### config.mk
export PLATFORM = sky130hd
export DESIGN_NAME = seg_display_flat
export DESIGN_NICKNAME = d
export VERILOG_FILES = /design/src/rtl/seg_display_if.sv /design/src/rtl/seg_display.sv /design/src/flat_wrapper.sv
export SDC_FILE = /design/constraint.sdc
export NUM_CORES = 1
export LEC_CHECK = 0
export CAP_MARGIN = 30
export CORE_MARGIN = 1
export CORE_UTILIZATION = 58
export DETAILED_ROUTE_END_ITERATION = 16
export GPL_TIMING_DRIVEN = 0
export PLACE_DENSITY_LB_ADDON = 0.3
export SLEW_MARGIN = 25
export SYNTH_ARGS = -nofsm -noshare
export SYNTH_HDL_FRONTEND = slang
export SYNTH_SLANG_ARGS = --single-unit
export TNS_END_PERCENT = 20
### constraint.sdc
create_clock -name clk -period 6.39 [get_ports clk]
set_input_delay 0.639 -clock clk [delete_from_list [all_inputs] [get_ports clk]]
set_output_delay 0.639 -clock clk [all_outputs]
set_load 0.01 [all_outputs]
### src/rtl/seg_display_if.sv
// Bus between the processor core and the 7-segment display stage.
// The core side is the master; the display stage is the slave.
interface seg_display_if;
   logic        load;
   logic [31:0] value;
   logic        blank_lz;
   logic        busy;
   logic [63:0] seg_out;
   logic [7:0]  seg_sel;

   modport master (
      output load, value, blank_lz,
      input  busy, seg_out, seg_sel
   );

   modport slave (
      input  load, value, blank_lz,
      output busy, seg_out, seg_sel
   );
endinterface

### src/rtl/seg_display.sv
// Captures a 32-bit word, encodes it one nibble per cycle into a shadow buffer,
// commits all eight digits to seg_out at once, and scans a one-hot digit select.
//
// state    | meaning
// S_IDLE   | waiting for load; accepts value/blank_lz into shadow registers
// S_ENC    | encoding digit r_idx (7 down to 0) into the shadow buffer
// S_COMMIT | copying the shadow buffer to seg_out in a single edge
module seg_display #(
   parameter int unsigned SCAN_DIV = 50000
) (
   input  logic          clk,
   input  logic          n_rst,
   seg_display_if.slave  bus
);

   typedef enum logic [1:0] {
      S_IDLE   = 2'd0,
      S_ENC    = 2'd1,
      S_COMMIT = 2'd2
   } state_t;

   localparam logic [15:0] SCAN_LAST = 16'(SCAN_DIV - 1);

   state_t      r_state, w_state_nxt;
   logic [31:0] r_value, w_value_nxt;
   logic        r_blank_lz, w_blank_lz_nxt;
   logic [2:0]  r_idx, w_idx_nxt;
   logic        r_zero_run, w_zero_run_nxt;
   logic [63:0] r_shadow, w_shadow_nxt;
   logic [63:0] r_seg_out, w_seg_out_nxt;
   logic [15:0] r_scan_cnt;
   logic [7:0]  r_seg_sel;

   logic [3:0]  w_nib;
   logic        w_blank_dig;

   function automatic logic [7:0] hex7(input logic [3:0] n);
      logic [7:0] seg;
      case (n)
         4'h0: seg = 8'h3F;
         4'h1: seg = 8'h06;
         4'h2: seg = 8'h5B;
         4'h3: seg = 8'h4F;
         4'h4: seg = 8'h66;
         4'h5: seg = 8'h6D;
         4'h6: seg = 8'h7D;
         4'h7: seg = 8'h07;
         4'h8: seg = 8'h7F;
         4'h9: seg = 8'h6F;
         4'hA: seg = 8'h77;
         4'hB: seg = 8'h7C;
         4'hC: seg = 8'h39;
         4'hD: seg = 8'h5E;
         4'hE: seg = 8'h79;
         default: seg = 8'h71;
      endcase
      return seg;
   endfunction

   assign w_nib = r_value[{r_idx, 2'b00} +: 4];

   // Digit 0 is never blanked so an all-zero word still shows "0".
   assign w_blank_dig = r_blank_lz && (w_nib == 4'h0) && r_zero_run && (r_idx != 3'd0);

   always_comb begin
      w_state_nxt    = r_state;
      w_value_nxt    = r_value;
      w_blank_lz_nxt = r_blank_lz;
      w_idx_nxt      = r_idx;
      w_zero_run_nxt = r_zero_run;
      w_shadow_nxt   = r_shadow;
      w_seg_out_nxt  = r_seg_out;
      unique case (r_state)
         S_IDLE: begin
            if (bus.load) begin
               w_value_nxt    = bus.value;
               w_blank_lz_nxt = bus.blank_lz;
               w_idx_nxt      = 3'd7;
               w_zero_run_nxt = 1'b1;
               w_state_nxt    = S_ENC;
            end
         end
         S_ENC: begin
            w_shadow_nxt[{r_idx, 3'b000} +: 8] = w_blank_dig ? 8'h00 : hex7(w_nib);
            if (w_nib != 4'h0) begin
               w_zero_run_nxt = 1'b0;
            end
            if (r_idx == 3'd0) begin
               w_state_nxt = S_COMMIT;
            end else begin
               w_idx_nxt = r_idx - 3'd1;
            end
         end
         S_COMMIT: begin
            w_seg_out_nxt = r_shadow;
            w_state_nxt   = S_IDLE;
         end
         default: begin
            w_state_nxt = S_IDLE;
         end
      endcase
   end

   always_ff @(posedge clk or negedge n_rst) begin
      if (!n_rst) begin
         r_state    <= S_IDLE;
         r_value    <= 32'h0;
         r_blank_lz <= 1'b0;
         r_idx      <= 3'd0;
         r_zero_run <= 1'b0;
         r_shadow   <= 64'h0;
         r_seg_out  <= 64'h0;
      end else begin
         r_state    <= w_state_nxt;
         r_value    <= w_value_nxt;
         r_blank_lz <= w_blank_lz_nxt;
         r_idx      <= w_idx_nxt;
         r_zero_run <= w_zero_run_nxt;
         r_shadow   <= w_shadow_nxt;
         r_seg_out  <= w_seg_out_nxt;
      end
   end

   // Digit scan runs free of the encoder so the display never flickers during a load.
   always_ff @(posedge clk or negedge n_rst) begin
      if (!n_rst) begin
         r_scan_cnt <= 16'h0;
         r_seg_sel  <= 8'h01;
      end else if (r_scan_cnt == SCAN_LAST) begin
         r_scan_cnt <= 16'h0;
         r_seg_sel  <= {r_seg_sel[6:0], r_seg_sel[7]};
      end else begin
         r_scan_cnt <= r_scan_cnt + 16'h1;
      end
   end

   assign bus.busy    = (r_state != S_IDLE);
   assign bus.seg_out = r_seg_out;
   assign bus.seg_sel = r_seg_sel;

endmodule

### src/flat_wrapper.sv
// flat-port wrapper written by rule: the top's interface ports become plain ports
module seg_display_flat 
#(
   parameter int unsigned SCAN_DIV = 50000
)
  (clk, n_rst, bus_load, bus_value, bus_blank_lz, bus_busy, bus_seg_out, bus_seg_sel);
  seg_display_if bus_i ();
  input  logic clk;
  input  logic n_rst;
  input wire logic [$bits(bus_i.load)-1:0] bus_load;
  input wire logic [$bits(bus_i.value)-1:0] bus_value;
  input wire logic [$bits(bus_i.blank_lz)-1:0] bus_blank_lz;
  output wire logic [$bits(bus_i.busy)-1:0] bus_busy;
  output wire logic [$bits(bus_i.seg_out)-1:0] bus_seg_out;
  output wire logic [$bits(bus_i.seg_sel)-1:0] bus_seg_sel;
  assign bus_i.load = bus_load;
  assign bus_i.value = bus_value;
  assign bus_i.blank_lz = bus_blank_lz;
  assign bus_busy = bus_i.busy;
  assign bus_seg_out = bus_i.seg_out;
  assign bus_seg_sel = bus_i.seg_sel;
  seg_display #(.SCAN_DIV(SCAN_DIV)) u_core (.clk(clk), .n_rst(n_rst), .bus(bus_i));
endmodule
Word-level counts from Yosys, hierarchy flattened
Memories as Yosys holds them, arrays and structs flattened.
Cells that the tools add are included.
Word-level totals
  output and inout bits: 73
  memories: 1
  input port bits: 36
  ROM bits: 112
  register bits: 191
  logic and storage cells: 50
Memories
  (no name shown): words 16, width 7, rd ports 1, clocked after Yosys merged registers in 0, write ports 0, RTL line seg_display.sv:39  | case (n)
Operators by class
  reduce and logical (&&, ||, !) cells: 14
  add/sub/neg operators: 3
  shift-type cells: 3
  eq/ne operators: 7
  muxes and demuxes: 13
Operators with widths (count)
  $bwmux 64: 1
  $shift 8x8->64 const A: 1
  $shiftx 8x8->64: 1
  $shiftx 32x6->4: 1
  $add 16x1->16 const B: 1
  $eq 16x16->1 const B: 1
  $mux 16: 1
  $mux 8: 2
  $neg 6->8: 1
  $mux 3: 2
  $pmux 3 s2: 1
  $reduce_and 3->1: 2
  $logic_not 4->1: 1
  $mux 2: 2
  $ne 2x1->1 const B: 2
  $ne 2x2->1 const B: 2
  $pmux 2 s2: 1
  $reduce_and 2->1: 2
  $reduce_bool 2->1: 2
  $reduce_bool 4->1: 1
  $logic_and 1x1->1: 3
  $logic_not 3->1: 1
  $reduce_bool 3->1: 1
  $sub 3x1->3 const B: 1
  other kinds (5): 6

Longest topological paths before layout
  word-level depth: 8
  gate-level depth with buffers: 11
  gate-level depth less buffers: 8

Worst setup path after synthesis
No wires, ideal clock.
  path type: reg-to-reg
  start: register u_core.r_idx[0]
  end: register u_core.r_shadow[13]
  cell stages (with the launch flop): 10
  data required time: 6324 ps
  arrival: 2834 ps
  buffers on the path: 2
  slack: 3490 ps
  setup time: 66 ps
  cell sequence: dfrtp_1 > buf_6 > buf_2 > mux4_2 > mux2i_1 > inv_1 > ha_1 > mux2_2 > a221oi_1 > mux2_2
On the way
  cells in the longest elaborated chain, start to end: 8
  elaborated cells on any way between the ends: 13
  classes of those cells: add/sub: 1; shift: 3; mux: 3; reduce/logical: 5; memory: 1
RTL lines
  from (decl): RTL line seg_display.sv:27  | logic [2:0] r_idx, w_idx_nxt;
  from (signal assigned): RTL line seg_display.sv:117  | r_idx <= w_idx_nxt;
  parallel branches: the longest is 7 deep, another holds $mem_v2 16x7
  $bwmux 64 (*): RTL line seg_display.sv:84  | w_shadow_nxt[{r_idx, 3'b000} +: 8] = w_blank_dig ? 8'h00 : hex7(w_nib);
  to (signal assigned): RTL line seg_display.sv:119  | r_shadow <= w_shadow_nxt;
  to (decl): RTL line seg_display.sv:29  | logic [63:0] r_shadow, w_shadow_nxt;
Every way passes the cells marked *. The select of a mux whose other input is x is not followed.
A chain may end at the register's enable or synchronous reset.

Final worst setup path
  start: register u_core.r_idx[0]
  end: register u_core.r_shadow[29]
Same word-level chain as after synthesis.

==> results.sh <==
export IMPL_status="finished clean"
export IMPL_portBuffers=100
export IMPL_postCtsSetupBuffers=0
export IMPL_fmax_ghz=0.260
export IMPL_fp_dieW_microns=115
export IMPL_grt_use_total_pct=25.4
export IMPL_setup_viol=0
export IMPL_reg2reg_to="u_core.r_shadow[29]"
export IMPL_min_path_type="in -> async"
export IMPL_drt_pass1_iterations=4
export IMPL_worst_r2r_setup_slack_ns=2.54
export IMPL_start_util_pct=60.6
export IMPL_finalNonFillerCells=851
export IMPL_cts_hold_buf=0
export IMPL_fin_crit_sh_pct=60.2
export IMPL_antenna_found_initial=0
export IMPL_ctsLongestPathBuffers=2
export IMPL_reg2regPathDepth=9
export IMPL_synth_edf_count=0
export IMPL_clock_sinks=175
export IMPL_synth_cells=543
export IMPL_dr_first_iter_drc_count=212
export IMPL_die_h_microns=115
export IMPL_final_util_pct=75.9
export IMPL_post_cts_resized=0
export IMPL_clkTransAtPathRegs_ns=0.07
export IMPL_globalplace_congestion=0.807
export IMPL_place_inst=819
export IMPL_grt_pass1_vias=4981
export IMPL_netlist_area_sq_mm=0.00743
export IMPL_ir_drop_v=0.000293
export IMPL_clock_latency_ns=0.43
export IMPL_cp_end_kind="flop"
export IMPL_grt_max_degree=89
export IMPL_viasPerCell=5.59
export IMPL_rsz0062_at_grt="false"
export IMPL_diodes=0
export IMPL_critical_path_class="reg -> reg"
export IMPL_synthArstFlopShare_pct=100
export IMPL_final_nets=715
export IMPL_critical_path_peak_fanout=10
export IMPL_fin_worst_skew_ns=0.00790
export IMPL_r2r_start="u_core.r_idx[0]"
export IMPL_final_antenna_net_count=0
export IMPL_gr_total_overflow=0
export IMPL_drive_gt1_share_pct=27.7
export IMPL_postRouteWirelength_microns=15300
export IMPL_crit_arrival_ns=4.21
export IMPL_layout_common_cells="174 x dfrtp_1, 117 x mux2_2, 99 x clkdlybuf4s50_1, 33 x nand2_1, 25 x nor2_1"
export IMPL_critPathLaunchType="flop"
export IMPL_cts_made_buffers=17
export IMPL_dpl_hpwl_microns=10700
export IMPL_timing_hold_ws_ns=0.202
export IMPL_dieArea_sq_mm=0.0133
export IMPL_coreArea_sq_mm=0.0123
export IMPL_avgSynthCellArea_sq_um=13.7
export IMPL_via_count=4756
export IMPL_yosysTopAreaCell="dfrtp_1"
export IMPL_layout_commonest_cell="dfrtp_1"
export IMPL_cap_violations=0
export IMPL_io_pins=109
export IMPL_ys_seq_area_share_pct=59.0
export IMPL_ys_seq_elements=175
export IMPL_slew_headroom_pct=27.7
export IMPL_grt_first_pass_wirelength_microns=25200
export IMPL_synth_top_cell_area_share_pct=58.6
export IMPL_synth_area_leaders="dfrtp_1 59%, mux2_2 18%, mux4_2 2.1%"
export IMPL_drc_errors=0
export IMPL_worstMarginPinSlew_ns=1.08
export IMPL_fillerInstances=771
export IMPL_min_period_ns=3.85
export IMPL_synth_cell_types=55
export IMPL_ys_warn_count=0
export IMPL_cts_tree="done"
export IMPL_p_leak_nw=4.23
export IMPL_cts_max_level=4
export IMPL_syn_to_final_growth_pct=25.3
export IMPL_rows=40
export IMPL_wl_per_cell_microns=18.0
export IMPL_critPathRequiredTime_ns=6.75
export IMPL_powerDensity_mw_per_mm2=540
export IMPL_cts_root_buf="clkbuf_16"
export IMPL_synthFlopType="dfrtp_1"
export IMPL_finalHoldViolations=0
export IMPL_maxSlewViolCount=0
## sequential cells by signal (all words and copies together), names as in the netlist
register            flops
u_core.r_scan_cnt      16
u_core.bus.seg_sel      8
u_core.r_zero_run       1
u_core.r_state          2
u_core.r_idx            3
u_core.r_value         32
u_core.bus.seg_out     56
u_core.r_shadow        56
u_core.r_blank_lz       1
## worst max path at each step
stage,start,endpoint,slack (ns)
6_report,u_core.r_idx[0],u_core.r_shadow[29],2.54
5_1_grt,u_core.r_idx[0],u_core.r_shadow[13],2.46
4_1_cts,u_core.r_idx[0],u_core.r_shadow[29],2.59
3_5_place_dp,u_core.r_idx[0],u_core.r_shadow[13],2.56
3_3_place_gp,n_rst,u_core.r_value[24],-1.87
2_1_floorplan,u_core.r_idx[0],u_core.r_shadow[13],3.49
## worst max-delay path: stages, from the launching register on
cell	delay [ns]
dfrtp_1	0.34
buf_6	0.16
buf_2	0.24
mux4_2	0.52
mux2i_1	0.50
inv_1	0.18
ha_1	0.29
mux2_2	0.30
a221oi_1	0.92
mux2_2	0.32
## cells in the mapped netlist, types with 5 or more instances
library cell    n
dfrtp_1       174
mux2_2        117
nand2_1        33
nor2_1         25
o21ai_0        17
a22o_1         16
clkbuf_1       16
inv_1          11
ha_1            9
nand3_1         9
xor2_1          9
buf_4           8
mux2i_1         8
nor3_1          8
o21ai_1         8
mux4_2          7
or2_2           6
nand4_1         5
xnor2_1         5
## logic make-up (layout without fill, tap and decap cells)
kind of cell	Yosys count	after routing	synth area share [%]
simple gates	103	103	6.60
compound gates	62	62	6.11
mux	137	137	22.2
flops	175	175	59.0
buf+inv	42	175	2.88
other cells	1	8	0.0505
xor+xnor	14	14	1.65
fa+ha+maj	9	9	1.52
## per-stage QoR
stage                     TNS, ns  setup slack, ns  area [sq um]  power [mW]
after floorplan                 0             3.49          7460        3.16
after global placement    -323.82            -1.87          8670        3.86
after detailed placement        0             2.56          8700        3.97
after CTS                       0             2.59          9310        5.05
after global routing            0             2.46          9310        5.31
final                           0             2.54          9310        5.03
## routing by layer
metal  vias to the layer above  GRT usage, %  share of wire [%]
met4                         0          9.00                1.5
met1                      2408          30.7                 40
li1                       2166             -                  -
met3                        20          5.11                4.9
met2                       162          45.4                 53
met5                         -             0                  0
## final cells by class
class / count / area [sq um] / area share, %
plain buffers: 30 / 169 / 1.81
inverters: 12 / 45.0 / 0.484
multi-input cells: 333 / 2860 / 30.7
flip-flops and latches: 175 / 4380 / 47.1
clock buffers: 21 / 480 / 5.16
clock inverters: 11 / 130 / 1.40
repair buffers: 101 / 1030 / 11.1
well taps: 168 / 210 / 2.26
## where the power goes
part           switching [mW]  leakage, nW  internal, mW  total [mW]
Clock                   0.425        0.288         0.620        1.04
Combinational            1.21         1.71          1.04        2.24
Sequential              0.224         2.23          1.52        1.74
Total                    1.85         4.23          3.17        5.03
(Power assumes the default switching activity.)
